File: src/rtl/multiword_adder_scheduler.sv
// multiword_adder_scheduler: two requesters share one W-bit PG ripple adder; each K*W-bit add runs LSW first, one word per cycle
// Ports: clk, rst (sync, active-high); i_req0/1, i_a0/1, i_b0/1, i_sub0/1 requester side;
//        o_ack0/1 capture pulse, o_busy, o_done pulse, o_done_id, o_sum, o_cout registered results.
// Define ADDSCHED_SUB_EN to honour i_sub0/1 (a-b via inverted B words and carry-in 1).
`timescale 1ns/1ps
module multiword_adder_scheduler #(
  parameter int W = 16,
  parameter int K = 4
) (
  input  logic         clk,
  input  logic         rst,
  input  logic         i_req0,
  input  logic         i_req1,
  input  logic [K*W-1:0] i_a0,
  input  logic [K*W-1:0] i_b0,
  input  logic [K*W-1:0] i_a1,
  input  logic [K*W-1:0] i_b1,
  input  logic         i_sub0,
  input  logic         i_sub1,
  output logic         o_ack0,
  output logic         o_ack1,
  output logic         o_busy,
  output logic         o_done,
  output logic         o_done_id,
  output logic [K*W-1:0] o_sum,
  output logic         o_cout
);
  localparam int N = K * W;
  localparam int IW = $clog2(K);
  typedef enum logic {IDLE, RUN} state_t;
  state_t r_state, w_next;
  logic [N-1:0] r_a, r_b, r_work, r_sum;
  logic [IW-1:0] r_idx;
  logic r_carry, r_prio, r_own, r_cout, r_done, r_done_id, r_ack0, r_ack1, r_busy;
  logic w_cap, w_gnt1, w_last, w_sub, w_cout;
  logic [W-1:0] w_b, w_p, w_g, w_s;
  logic [W:0] w_c;
`ifdef ADDSCHED_SUB_EN
  logic r_sub;
  assign w_sub = w_gnt1 ? i_sub1 : i_sub0;
  assign w_b = r_b[W-1:0] ^ {W{r_sub}};
  always_ff @(posedge clk)
    if (rst) r_sub <= 1'b0;
    else if (w_cap) r_sub <= w_sub;
`else
  logic w_unused;
  assign w_unused = i_sub0 ^ i_sub1;
  assign w_sub = 1'b0;
  assign w_b = r_b[W-1:0];
`endif
  // r_prio=1 means requester 1 is favoured when both ask
  always_comb begin
    w_cap = (r_state == IDLE) & (i_req0 | i_req1);
    w_gnt1 = i_req1 & (~i_req0 | r_prio);
    w_last = (r_state == RUN) & (r_idx == IW'(K - 1));
  end
  always_ff @(posedge clk)
    if (rst) r_state <= IDLE;
    else r_state <= w_next;
  always_comb w_next = w_cap ? RUN : w_last ? IDLE : r_state;
  // operands shift right each cycle so the active word always sits in the low W bits
  assign w_p = r_a[W-1:0] ^ w_b;
  assign w_g = r_a[W-1:0] & w_b;
  always_comb begin
    w_c = '0;
    w_c[0] = r_carry;
    for (int i = 0; i < W; i++) w_c[i+1] = w_g[i] | (w_p[i] & w_c[i]);
    w_s = w_p ^ w_c[W-1:0];
    w_cout = w_c[W];
  end
  always_ff @(posedge clk)
    if (rst) begin
      r_a <= '0;
      r_b <= '0;
      r_work <= '0;
      r_sum <= '0;
      r_idx <= '0;
      r_carry <= 1'b0;
      r_prio <= 1'b0;
      r_own <= 1'b0;
      r_cout <= 1'b0;
      r_done <= 1'b0;
      r_done_id <= 1'b0;
      r_ack0 <= 1'b0;
      r_ack1 <= 1'b0;
      r_busy <= 1'b0;
    end else begin
      r_ack0 <= w_cap & ~w_gnt1;
      r_ack1 <= w_cap & w_gnt1;
      r_done <= w_last;
      if (w_cap) begin
        r_a <= w_gnt1 ? i_a1 : i_a0;
        r_b <= w_gnt1 ? i_b1 : i_b0;
        r_carry <= w_sub;
        r_idx <= '0;
        r_own <= w_gnt1;
        r_prio <= ~w_gnt1;
        r_busy <= 1'b1;
      end else if (r_state == RUN) begin
        r_a <= r_a >> W;
        r_b <= r_b >> W;
        r_work <= {w_s, r_work[N-1:W]};
        r_carry <= w_cout;
        r_idx <= r_idx + IW'(1);
        if (w_last) begin
          r_sum <= {w_s, r_work[N-1:W]};
          r_cout <= w_cout;
          r_done_id <= r_own;
          r_busy <= 1'b0;
        end
      end
    end
  assign o_ack0 = r_ack0;
  assign o_ack1 = r_ack1;
  assign o_busy = r_busy;
  assign o_done = r_done;
  assign o_done_id = r_done_id;
  assign o_sum = r_sum;
  assign o_cout = r_cout;
endmodule

File: config.mk
export PLATFORM = sky130hd
export DESIGN_NAME = multiword_adder_scheduler
export DESIGN_NICKNAME = d
export VERILOG_FILES = /design/src/rtl/multiword_adder_scheduler.sv
export SDC_FILE = /design/constraint.sdc
export NUM_CORES = 1
export LEC_CHECK = 0
export CAP_MARGIN = 40
export CORE_UTILIZATION = 48
export CTS_CLUSTER_DIAMETER = 100
export DETAILED_ROUTE_END_ITERATION = 8
export PLACE_DENSITY = 0.83
export SLEW_MARGIN = 30
export SYNTH_ARGS = -nofsm -noshare
export SYNTH_HDL_FRONTEND = slang
export SYNTH_SLANG_ARGS = --single-unit
File: constraint.sdc
create_clock -name clk -period 12.9 [get_ports clk]
set_clock_uncertainty 0.05 [all_clocks]
set_input_delay 1.935 -clock clk [delete_from_list [all_inputs] [get_ports clk]]
set_output_delay 1.935 -clock clk [all_outputs]
set_load 0.01 [all_outputs]
; ---- Word-level counts from Yosys, hierarchy flattened
; Cells that the tools add are included.
[op_classes]
n_addsub = 1
n_eq_ne = 1
muxes = 10
bitwise_logic = 46
n_reduce_logical = 6
[ops]
columns = op, n
row1 = 2-to-1 mux 64 bit, 6
row2 = XOR 16 bit, 2
row3 = AND 1 bit, 21
row4 = OR 1 bit, 18
row5 = AND 16 bit, 1
row6 = 2-to-1 mux 1 bit, 4
row7 = inverter 1 bit, 4
row8 = AND reduction 2 bit, 2
row9 = nonzero test 2 bit, 2
row10 = AND reduction 3 bit, 1
row11 = adder 2 x 1 -> 2 bit (second input constant), 1
row12 = == test 2 bit (second input constant), 1
row13 = OR reduction 2 bit, 1
[word_totals]
ff_bits = 268
out_inout_bits = 70
wordCells = 79

; ---- Logic depth before layout (Yosys ltp)
[logic_depth]
ltp_word = 33
mapped_depth = 21
depth_no_buf = 21

; ---- Least setup slack after synthesis
; Ideal clock, no wire load.
[synth_path]
kind = register -> register
from = register r_a[0]
to = register r_work[63]
setup_time_ns = 0.086
t_arrival_ns = 6.525
required_ns = 12.764
setup_slack_ns = 6.238
stages_incl_launch_ff = 21
n_path_buf = 0
synth_period_minus_slack_ns = 6.662
path_cell_list = dfxtp_1 -> inv_1 -> fa_1 -> inv_1 -> fa_1 -> fa_1 -> fa_1 -> fa_1 -> fa_1 -> fa_1 -> fa_1 -> fa_1 -> fa_1 -> fa_1 -> fa_1 -> fa_1 -> fa_1 -> fa_1 -> inv_1 -> fa_1 -> a211oi_1
[synth_between]
elab_chain_len = 32
word_cells_on_any_way = 33
classes_between = 33 x bitwise
[synth_lines]
columns = element, line
row1 = "start, declared", 32  ; logic [N-1:0] r_a, r_b, r_work, r_sum;
row2 = "start signal, assigned", 92  ; r_a <= w_gnt1 ? i_a1 : i_a0;
row3 = "start signal, assigned", 100  ; r_a <= r_a >> W;
row4 = XOR 16 bit, 62  ; assign w_p = r_a[W-1:0] ^ w_b;
row5 = AND 1 bit, 67  ; for (int i = 0; i < W; i++) w_c[i+1] = w_g[i] | (w_p[i] & w_c[i]);
row6 = OR 1 bit (*), 67
row7 = AND 1 bit (*), 67
row8 = OR 1 bit (*), 67
row9 = AND 1 bit (*), 67
row10 = OR 1 bit (*), 67
row11 = AND 1 bit (*), 67
row12 = (+16 left out), -
row13 = OR 1 bit (*), 67
row14 = AND 1 bit (*), 67
row15 = OR 1 bit (*), 67
row16 = AND 1 bit (*), 67
row17 = OR 1 bit (*), 67
row18 = AND 1 bit (*), 67
row19 = OR 1 bit (*), 67
row20 = XOR 16 bit (*), 68  ; w_s = w_p ^ w_c[W-1:0];
row21 = "end signal, assigned", 102  ; r_work <= {w_s, r_work[N-1:W]};
row22 = "end, declared", 32
; Mark *: on every way between the ends. The rest lies on a longest branch, timed or not.
; A chain may end at the register's enable or synchronous reset.

; ---- Final worst setup path
; Ends and elaborated chain as after synthesis.

==> results.json <==
{
  "drive_gt1_frac": 0.0688,
  "grt_pass1_vias": 9511,
  "syn-cell-area_um2": 11100,
  "tns_ns": 0,
  "cts_resized": 0,
  "relSlewSlack": 0.430,
  "setup_viol": 0,
  "dr_total_vias": 9898,
  "ys_seq_area_frac": 0.453,
  "firstDrtPassIters": 7,
  "fin_crit_sh": 0.549,
  "cts_sinks": 251,
  "synth_area_per_cell_um2": 9.81,
  "die_y_um": 154,
  "synthFlopType": "dfxtp_1",
  "path_clk_slew_ns": 0.06,
  "gp_congestion": 0.862,
  "grt_max_degree": 111,
  "drc": 0,
  "worst_slack_ns": 5.82,
  "arrival_ns": 7.48,
  "min_period_ns": 7.08,
  "antenna_left": 0,
  "ys_types": 36,
  "tightestPinTransition_ns": 0.854,
  "clk_root_buffer_cell": "clkbuf_16",
  "antenna_found_initial": 1,
  "critPathMostFrequentCell": "fa_1",
  "syn-num-nets": 1411,
  "ir_worst_vdd_v": 0.0000930,
  "hpwl_um": 22400,
  "synth_edf_count": 0,
  "cts_tree": "built",
  "syn_inst": 1132,
  "grt_first_pass_wirelength_um": 51300,
  "yosysWarningCount": 0,
  "fmax_mhz": 141,
  "timing_worst_setup_path_type": "flip-flop to flip-flop",
  "synth_common_cells": "dfxtp_1, nor2_1, o32ai_1",
  "path_cells": "inv_1 > fa_1 > inv_1 > fa_1 > fa_1 > fa_1 > fa_1 > fa_1 > fa_1 > fa_1 > fa_1 > fa_1 > fa_1 > fa_1 > fa_1 > fa_1 > fa_1 > inv_1 > fa_1 > a211oi_1",
  "drt-total-wl_um": 32900,
  "synthTopCellsByArea": "dfxtp_1, nor2_1, o32ai_1",
  "finalHoldViolCount": 0,
  "cts_setup_buffers": 0,
  "overflow": 0,
  "path_buf_inv": 3,
  "fill_cells": 1780,
  "powerDensity_nw_per_um2": 129,
  "syn_to_final_growth_pct": 36.2,
  "grt_usage": 0.272,
  "wl_per_cell_um": 19.5,
  "die_w_um": 154,
  "core-area_um2": 22600,
  "pre_cts_ws_ns": 5.84,
  "clk_path_buf_depth": 3,
  "worstPathMaxFanout": 2,
  "synth-async-reset-ratio": 0,
  "yosys.area.top_type": "dfxtp_1",
  "drv_slew": 0,
  "dieArea_um2": 23700,
  "slowest_stage": "fa_1",
  "rows": 55,
  "power.static_leakage_uw": 0.00571,
  "ctsHtreeMaxLevel": 1,
  "port-buffer-count": 329,
  "io_pins": 332,
  "synth_seq_cells": 251,
  "nets": 1654,
  "hold_buffers": 0,
  "maxCapViolCount": 0,
  "worstPathRequired_ns": 13.30,
  "cp-end-kind": "flip-flop",
  "status": "completed",
  "cts_buffers": 26,
  "worstSkewPairLatency_ns": 0.53,
  "cp_top_family": "adder cells",
  "cp-start-kind": "flip-flop",
  "rsz0062_at_grt": "no",
  "start_util": 0.490,
  "drt_iter0_drc": 671,
  "via_per_inst": 5.89,
  "hold_path.class": "flip-flop to flip-flop",
  "synth_most_common_cell": "dfxtp_1",
  "synth_top_area_frac": 0.453,
  "slowest_delay_ns": 0.45
}
[registers in the layout, indices dropped and copies added, names as in the netlist]
| register | cells |
|---|---|
| o_done | 1 |
| o_done_id | 1 |
| o_cout | 1 |
| r_carry | 1 |
| r_b | 64 |
| r_work | 48 |
| o_ack0 | 1 |
| r_a | 64 |
| r_prio | 1 |
| o_sum | 64 |
| r_idx | 2 |
| r_own | 1 |
| o_ack1 | 1 |
| r_state | 1 |
[layout make-up]
type,instances,area (um^2),share of cell area
repair buffers,345,3490,0.231
inverters,41,163,0.0108
well taps,285,357,0.0236
clock buffers,35,704,0.0466
clock inverters,13,208,0.0137
flip-flops and latches,251,5030,0.333
multi-input cells,710,5170,0.342
diodes,1,2.50,0.000165
[routing by layer]
metal | global-route usage | share of wire
met1 | 0.350 | 0.42
met2 | 0.455 | 0.48
met3 | 0.0437 | 0.063
met4 | 0.110 | 0.037
met5 | 0 | 0
[worst paths after layout]
kind	cells after the start	from	slack, ns	end
max	20	r_a[0]$_SDFFE_PP0P_	5.82	r_work[63]$_SDFFE_PP0P_
min	2	o_cout$_SDFFE_PP0P_	0.42	o_cout$_SDFFE_PP0P_
max reg2reg	20	r_a[0]$_SDFFE_PP0P_	5.82	r_work[63]$_SDFFE_PP0P_
min reg2reg	2	o_cout$_SDFFE_PP0P_	0.42	o_cout$_SDFFE_PP0P_
[metrics by stage]
stage,instance area [um^2],instances,power (uW),utilization,hold WS [ns]
floorplan,11100,1132,1040,-,0.386
global placement,14100,1626,1160,0.622,0.388
detailed placement,14100,1628,1170,0.624,0.398
CTS,15000,1676,1960,0.664,0.419
global route,15100,1681,2030,0.668,0.431
finish,15100,1681,1960,0.668,0.417
[cell families after synthesis]
logic type,share of synthesized area
buffers and inverters,0.0841
adders and majority gates,0.0300
and+or+nand+nor,0.101
muxes,0.0424
AOI/OAI and AO/OA,0.290
DFF,0.453
[where the power goes]
group          switching, uW  internal (uW)  leakage [uW]
logic                    148            153       0.00320
registers               37.6            823       0.00206
clock network            309            486      0.000450
[worst min-delay path, stage by stage, from the launching register on]
cell     delay [ns]
dfxtp_1        0.33
nand2_1        0.05
o21ai_0        0.06
[cells in the final DEF (no fill, tap or decap), drive strengths merged, types with 2 or more instances in the layout]
master,count
clkdlybuf4s50,327
dfxtp,251
nor2,238
o32ai,98
a2111oi,92
a22o,63
mux2i,47
inv,41
clkbuf,35
nor3,34
a21oi,33
a31oi,30
o221a,30
buf,18
fa,16
clkinv,8
bufinv,5
o21bai,4
a221oi,4
nand2,4
o21ai,4
a211oi,2
or2,2
or3,2
(Power assumes the default switching activity.)
